--- src/rtl/step_key_ctrl.sv ---
// step_key_ctrl: two-flop synchroniser, debounce FSM and step counter for
// manual single-stepping of the CPU. Emits one registered step_pulse per
// accepted press and counts accepted steps.
// Optional auto-repeat while held: define STEP_KEY_AUTOREPEAT_EN.
module step_key_ctrl #(
    parameter int unsigned DEBOUNCE_CYCLES = 500000,
    parameter int unsigned CNT_W           = 20,
    parameter logic        KEY_POL         = 1'b1,
    parameter int unsigned REPEAT_DELAY    = 25000000,
    parameter int unsigned REPEAT_PERIOD   = 5000000
) (
    input  logic        clk,
    input  logic        RST,
    input  logic        key_in,
    output logic        step_pulse,
    output logic        key_level,
    output logic [15:0] step_count
);

    typedef enum logic [1:0] {
        IDLE,
        PRESS_WAIT,
        HELD,
        RELEASE_WAIT
    } state_t;

    localparam logic [CNT_W-1:0] CNT_LAST = CNT_W'(DEBOUNCE_CYCLES - 1);

    // Reject parameter sets the debounce/repeat logic cannot honour.
    if ((DEBOUNCE_CYCLES < 2) || (CNT_W < 1) || (CNT_W > 32) ||
        (64'(DEBOUNCE_CYCLES) >= (64'd1 << CNT_W)) ||
        (REPEAT_DELAY == 0) || (REPEAT_PERIOD == 0)) begin : g_bad_params
        $error("step_key_ctrl: illegal parameter combination");
    end

    logic             sync1_q;
    logic             sync2_q;
    logic             key_sync;
    state_t           state_q;
    state_t           state_d;
    logic [CNT_W-1:0] cnt_q;
    logic [CNT_W-1:0] cnt_d;
    logic             pulse_d;
    logic             level_d;
    logic [15:0]      count_d;
    logic             rep_fire;

    // Two-flop synchroniser, parked at the inactive key level in reset.
    always_ff @(posedge clk or negedge RST) begin
        if (!RST) begin
            sync1_q <= ~KEY_POL;
            sync2_q <= ~KEY_POL;
        end else begin
            sync1_q <= key_in;
            sync2_q <= sync1_q;
        end
    end

    assign key_sync = (sync2_q == KEY_POL);

`ifdef STEP_KEY_AUTOREPEAT_EN
    localparam int unsigned REP_MAX = (REPEAT_DELAY > REPEAT_PERIOD) ? REPEAT_DELAY : REPEAT_PERIOD;
    localparam int unsigned REP_W   = $clog2(REP_MAX + 1);
    localparam logic [REP_W-1:0] REP_DELAY_LAST  = REP_W'(REPEAT_DELAY - 1);
    localparam logic [REP_W-1:0] REP_PERIOD_LAST = REP_W'(REPEAT_PERIOD - 1);

    logic [REP_W-1:0] rep_cnt_q;
    logic [REP_W-1:0] rep_cnt_d;
    logic             rep_first_q;
    logic             rep_first_d;

    // A repeat fires on a HELD edge that keeps the key down once the
    // current interval (first delay, then period) has elapsed.
    assign rep_fire = (state_q == HELD) && key_sync &&
                      (rep_cnt_q == (rep_first_q ? REP_DELAY_LAST : REP_PERIOD_LAST));

    // Repeat counter: cleared on entry to HELD, counts while HELD,
    // frozen in every other state.
    always_comb begin
        rep_cnt_d   = rep_cnt_q;
        rep_first_d = rep_first_q;
        if (state_d == HELD) begin
            if (state_q != HELD) begin
                rep_cnt_d   = '0;
                rep_first_d = 1'b1;
            end else if (rep_fire) begin
                rep_cnt_d   = '0;
                rep_first_d = 1'b0;
            end else begin
                rep_cnt_d = rep_cnt_q + 1'b1;
            end
        end
    end

    // Repeat counter registers.
    always_ff @(posedge clk or negedge RST) begin
        if (!RST) begin
            rep_cnt_q   <= '0;
            rep_first_q <= 1'b1;
        end else begin
            rep_cnt_q   <= rep_cnt_d;
            rep_first_q <= rep_first_d;
        end
    end
`else
    assign rep_fire = 1'b0;
`endif

    // Debounce FSM next-state and registered-output values.
    always_comb begin
        state_d = state_q;
        cnt_d   = cnt_q;
        pulse_d = 1'b0;
        level_d = key_level;
        count_d = step_count;
        unique case (state_q)
            IDLE: begin
                if (key_sync) begin
                    state_d = PRESS_WAIT;
                    cnt_d   = CNT_W'(1);
                end else begin
                    cnt_d = '0;
                end
            end
            PRESS_WAIT: begin
                if (!key_sync) begin
                    state_d = IDLE;
                    cnt_d   = '0;
                end else if (cnt_q == CNT_LAST) begin
                    state_d = HELD;
                    cnt_d   = '0;
                    pulse_d = 1'b1;
                    level_d = 1'b1;
                    count_d = step_count + 16'd1;
                end else begin
                    cnt_d = cnt_q + 1'b1;
                end
            end
            HELD: begin
                if (!key_sync) begin
                    state_d = RELEASE_WAIT;
                    cnt_d   = CNT_W'(1);
                end else if (rep_fire) begin
                    pulse_d = 1'b1;
                    count_d = step_count + 16'd1;
                end
            end
            RELEASE_WAIT: begin
                if (key_sync) begin
                    state_d = HELD;
                    cnt_d   = '0;
                end else if (cnt_q == CNT_LAST) begin
                    state_d = IDLE;
                    cnt_d   = '0;
                    level_d = 1'b0;
                end else begin
                    cnt_d = cnt_q + 1'b1;
                end
            end
            default: begin
                state_d = IDLE;
                cnt_d   = '0;
            end
        endcase
    end

    // FSM state and debounce counter registers.
    always_ff @(posedge clk or negedge RST) begin
        if (!RST) begin
            state_q <= IDLE;
            cnt_q   <= '0;
        end else begin
            state_q <= state_d;
            cnt_q   <= cnt_d;
        end
    end

    // Registered outputs; step_count is reloaded every cycle from count_d.
    always_ff @(posedge clk or negedge RST) begin
        if (!RST) begin
            step_pulse <= 1'b0;
            key_level  <= 1'b0;
            step_count <= '0;
        end else begin
            step_pulse <= pulse_d;
            key_level  <= level_d;
            step_count <= count_d;
        end
    end

endmodule

--- config.mk ---
export PLATFORM = sky130hd
export DESIGN_NAME = step_key_ctrl
export DESIGN_NICKNAME = d
export VERILOG_FILES = /design/src/rtl/step_key_ctrl.sv
export SDC_FILE = /design/constraint.sdc
export NUM_CORES = 1
export LEC_CHECK = 0
export CAP_MARGIN = 15
export CORE_MARGIN = 10
export CORE_UTILIZATION = 57
export CTS_CLUSTER_SIZE = 30
export DETAILED_ROUTE_END_ITERATION = 12
export GPL_TIMING_DRIVEN = 0
export PLACE_DENSITY_LB_ADDON = 0.15
export SYNTH_ARGS = -nofsm -noshare
export SYNTH_HDL_FRONTEND = slang
export SYNTH_SLANG_ARGS = --single-unit
--- constraint.sdc ---
create_clock -name clk -period 2.25 [get_ports clk]
set_input_delay 0.45 -clock clk [delete_from_list [all_inputs] [get_ports clk]]
set_output_delay 0.45 -clock clk [all_outputs]
set_load 0.005 [all_outputs]
Word-level counts from Yosys, hierarchy flattened
Cells that the tools add are included.
{"block": "op_classes", "add_sub_neg": 2, "eq_ne": 12, "mux": 21, "reduce_logical": 5}
{"cell": "20-bit 2-to-1 mux", "count": 4}
{"cell": "20-bit one-hot mux with 4 select lines", "count": 1}
{"cell": "20-bit by 1-bit adder with 20-bit output, second input constant", "count": 1}
{"cell": "20-bit by 19-bit == test with 1-bit output, second input constant", "count": 1}
{"cell": "16-bit by 1-bit adder with 16-bit output, second input constant", "count": 1}
{"cell": "2-bit 2-to-1 mux", "count": 6}
{"cell": "2-bit inequality test, second input constant", "count": 6}
{"cell": "1-bit 2-to-1 mux", "count": 8}
{"cell": "2-bit one-hot mux with 4 select lines", "count": 1}
{"cell": "3-bit inequality test, second input constant", "count": 2}
{"cell": "5-bit AND reduction", "count": 1}
{"cell": "2-bit == test, second input constant", "count": 2}
{"cell": "4-bit AND reduction", "count": 1}
{"cell": "3-bit AND reduction", "count": 1}
{"cell": "2-bit by 1-bit == test with 1-bit output, second input constant", "count": 1}
{"cell": "2-bit logical NOT", "count": 1}
{"cell": "1-bit one-hot mux with 2 select lines", "count": 1}
{"cell": "2-bit nonzero test", "count": 1}
{"block": "totals", "register_bits": 42, "in_bits": 3, "out_inout_bits": 18}

Depth between registers and ports, before layout
{"block": "depth", "ltp_word": 4, "mapped_depth": 7}

Least setup slack after synthesis
OpenSTA, ideal clock, no wires.
{"block": "synth_timing", "path_type": "register -> register", "from": "reg cnt_q[10]", "to": "reg step_count[1]", "t_arrival_ns": 1.881, "required_time_ns": 2.125, "slack_ns": 0.244, "stages_incl_launch_ff": 7, "n_path_buf": 2, "synth_period_minus_slack_ns": 2.006, "path_cell_list": "dfrtp_1 -> buf_6 -> or4b_2 -> nor3_1 -> and4_2 -> buf_6 -> mux2_2"}
{"block": "synth_via", "elab_chain_cells": 2}
{"element": "start, declared", "line": "41", "rtl": "logic [CNT_W-1:0] cnt_q;"}
{"element": "start signal, assigned", "line": "174", "rtl": "cnt_q <= cnt_d;"}
{"element": "20-bit by 19-bit == test with 1-bit output", "line": "129", "rtl": "end else if (cnt_q == CNT_LAST) begin"}
{"element": "3-bit AND reduction (no line)"}
{"element": "end signal, assigned", "line": "187", "rtl": "step_count <= count_d;"}
{"element": "end, declared", "line": "17", "rtl": "output logic [15:0] step_count"}
Every way passes these cells.
A chain may end at the register's enable or synchronous reset.

Worst setup path after layout
{"block": "layout_timing", "from": "reg cnt_q[7]", "to": "reg step_count[1]"}
The elaborated chain is that of the path after synthesis.

==> qor_table.md <==
| Group | Item | Reported |
| --- | --- | --- |
| placed design | Post-Place Cells | 293 |
| placed design | Routability-driven placement congestion ratio | 0.844 |
| placed design | Number of buffers inserted by port buffering | 20 |
| logic synthesis | Distinct cells, synth | 48 |
| global routing | Grt total ovfl | 0 |
| sta | Tcrit/Tclk final | 0.953 |
| worst setup path | Beginning of the worst register-to-register path | cnt_q[7] |
| logic synthesis | EDFF count, synth | 0 |
| placed design | Total half-perimeter wirelength after legalization and detailed placement | 3440 um |
| worst setup path | Data required time at the worst endpoint | 2.44 ns |
| sta | Crit path time final | 2.14 ns |
| global routing | Wire length of the first global-routing pass | 8090 um |
| cells and area | Non-filler cells, final | 300 |
| run status | Run status | completed |
| power and ir drop | Largest voltage drop on the vdd net | 0.000430 V |
| sta | Final number of max-transition violations | 0 |
| cts | Number of buffers between clock root and the deepest sink | 2 |
| sta | Achievable Freq | 0.466 GHz |
| logic synthesis | Syn Area/Cell | 10.2 um^2 |
| drt | Iter 0 DRT Violations | 143 |
| sta | Setup repair after global routing missed its margin | false |
| sta | Hold Slack | 0.115 ns |
| cells and area | Layout overhead on the synthesized area | 18.5% |
| cts | Clk Latency, worst-skew pair | 0.30 ns |
| sta | Final Worst Setup Slack | 0.105 ns |
| placed design | Instance area at placement | 2560 um^2 |
| logic synthesis | Biggest area contributors in the synthesized netlist | sky130_fd_sc_hd__dfrtp_1, sky130_fd_sc_hd__nand3_1, sky130_fd_sc_hd__mux2i_1 |
| logic synthesis | Share of the yosys chip area belonging to registers | 0.461 |
| logic synthesis | Top cells by count, synth | sky130_fd_sc_hd__dfrtp_1, sky130_fd_sc_hd__nand3_1, sky130_fd_sc_hd__nand2_1, sky130_fd_sc_hd__a21oi_1, sky130_fd_sc_hd__nand4_1 |
| cts | Number of clock buffers inserted by TritonCTS | 5 |
| global routing | Antenna violations before repair | 0 |
| global routing | Routing usage on met3 | 0.0449 |
| die | CORE AREA | 3770 um^2 |
| worst setup path | Worst-path maximum fanout | 9 |
| sta | Count of endpoints failing hold in the final timing report | 0 |
| worst setup path | Crit path capture type | register |
| die | Die span in x | 83.3 um |
| worst setup path | Type of element launching the critical path | register |
| logic synthesis | Share of flip-flops with an asynchronous set or reset | 1.00 |
| worst setup path | Endpoint of the worst register-to-register path | step_count[1] |
| cts | Clock tree from TritonCTS | yes |
| cells and area | Antenna diode count | 0 |
| hold path | Min-Delay Path Class | primary input to asynchronous set/reset pin |
| global routing | Maximum number of pins on one net before global-route repair | 23 |
| cells and area | Proportion of layout cells with a drive suffix above 1 | 0.155 |
| power and ir drop | Pleak | 1.13 nW |
| logic synthesis | Netlist area before placement | 2280 um^2 |
| global routing | Overall track demand over capacity in global routing | 0.139 |
| drt | Total wirelength of the detailed-routed design | 4910 um |
| logic synthesis | Cell count after synthesis | 224 |
| drt | Antenna Violating Nets Remaining | 0 |
| power and ir drop | Power density over the cells | 530 nW/um^2 |
| power and ir drop | Overall power | 1.43 mW |
| logic synthesis | Share of Yosys cell area claimed by the top area cell type | 0.461 |
| die | Die outline area | 6930 um^2 |
| drt | Post-route DRC violation count | 0 |
| cts | Maximum level of the CTS H-tree | 2 |
| die | Initial core utilization | 0.605 |
| die | Rows | 22 |
| worst setup path | R2r setup slk | 0.11 ns |
| cells and area | Post-route design area | 2700 um^2 |
| logic synthesis | Yosys warnings | 0 |
| drt | Vias per inst | 6.03 |
| logic synthesis | Cell type with the largest total area after synthesis | sky130_fd_sc_hd__dfrtp_1 |
| flow run | Number of maximum-capacitance constraint violations | 0 |
| global routing | Vias in the first global route | 1618 |
| drt | Routed len/inst | 16.4 um |
| global routing | Busiest layer in global routing | met2 |
| logic synthesis | Most instantiated library cell after synthesis | sky130_fd_sc_hd__dfrtp_1 |
| sta | Skew final | 0.00999 ns |
| global routing | Met2 track utilization from global routing | 0.206 |
| cells and area | Number of nets in the layout | 257 |
| sta | Final setup vio count | 0 |
| logic synthesis | Number of storage elements in the synthesis netlist | 42 |
| worst setup path | Arrival time of data at the critical path endpoint | 2.34 ns |
| cts | Clock edge transition at the registers on the reported setup and hold paths | 0.08 ns |
| sta | Transition time of the tightest slew-check pin | 0.676 ns |
| logic synthesis | Syn nets | 229 |
| logic synthesis | Ys flop type | sky130_fd_sc_hd__dfrtp_1 |
| worst setup path | Number of cells traversed by the worst register-to-register path | 6 |
| sta | Slew margin rel. | 0.547 |
| cts | Clock tree root driver cell | sky130_fd_sc_hd__clkbuf_8 |
| die | Vertical die dimension | 83.3 um |
| drt | Routed vias | 1808 |
| global routing | Met1 capacity usage during global routing | 0.186 |
| die | I/O pins | 21 |
| placed design | Setup slack after placement | 0.108 ns |
| drt | Detailed Routing Iterations Pass 1 | 5 |
| worst setup path | Classification of the worst setup path | register to register |
| cts | Clock Sink Count | 42 |
## per-stage QoR
stage | setup TNS (ns) | utilization
finish | 0 | 0.717
global route | 0 | 0.717
CTS | 0 | 0.710
detailed placement | 0 | 0.680
global placement | -13.47 | 0.674
floorplan | 0 | -
## placed cells by master (no fill, tap or decap), drive strengths merged, types with 2 or more instances in the layout
cell and count:
or4 2, nand4 15, nand2 19, and3 6, dfrtp 42, nor2 8
nand3 21, a31oi 2, clkbuf 8, xnor2 9, or3 3, nand3b 3
clkdlybuf4s50 19, a21oi 14, buf 10, xor2 7, nor3 9, mux2i 9
and2 3, or4b 3, and4 2, ha 2, inv 9, nor4 3
mux2 2, o21ai 9, nand4b 2
## area by class of cell
type                       instances  area, um^2
multi-input combinational        163        1140
fill                             292        1070
sequential                        42        1050
timing repair buffer              21         223
buffer                            10        85.1
clock buffer                       6        82.6
tap                               48        60.1
inverter                           9        33.8
clock inverter                     1        30.0
## worst max-delay path, stage by stage (launching register included)
cell	delay, ns
sky130_fd_sc_hd__dfrtp_1	0.38
sky130_fd_sc_hd__buf_6	0.13
sky130_fd_sc_hd__or4b_4	0.49
sky130_fd_sc_hd__nor4_4	0.33
sky130_fd_sc_hd__and4_4	0.28
sky130_fd_sc_hd__buf_6	0.11
sky130_fd_sc_hd__mux2_2	0.32
## flip-flops by register name, indices dropped and copies added, names as in the netlist, named ones only
name        flops
cnt_q          20
step_count     16
key_level       1
key_sync        1
state_q         1
step_pulse      1
sync1_q         1
## what timing repair did
action / 4_1_cts / 5_1_grt
hold buffers: 0 / 0
setup endpoints to repair: 0 / 19
buffers inserted: 0 / 0
gates resized for setup: 0 / 6
## power by group
| part | total, mW | switching (mW) | internal [mW] |
|---|---|---|---|
| clock | 0.610 | 0.255 | 0.355 |
| combinational | 0.0579 | 0.0376 | 0.0203 |
| sequential | 0.764 | 0.00510 | 0.759 |
## how the worst max path moves through the flow
stage | startpoint | to | slack [ns] | depth (start not counted)
floorplan | cnt_q[10] | step_count[1] | 0.24 | 6
finish | cnt_q[7] | step_count[1] | 0.11 | 6
CTS | state_q[0] | cnt_q[4] | 0.09 | 5
global placement | RST | step_pulse | -0.32 | 1
detailed placement | cnt_q[0] | step_count[1] | 0.11 | 6
global route | register | cnt_q[11] | 0.003 | 6
## routing by layer
| metal | routed length (um) | share of wire |
|---|---|---|
| met1 | 2270 | 0.46 |
| met2 | 2280 | 0.46 |
| met5 | 0 | 0 |
| met4 | 64 | 0.013 |
| met3 | 297 | 0.061 |
## kinds of logic after synthesis
group | after synthesis | share of synthesized area
and+or+nand+nor | 104 | 0.286
DFF | 42 | 0.461
AOI/OAI and AO/OA | 30 | 0.0762
buffers and inverters | 19 | 0.0521
xor gates and xnor gates | 16 | 0.0647
muxes | 11 | 0.0493
adders and majority gates | 2 | 0.0110
(Power assumes the default switching activity.)
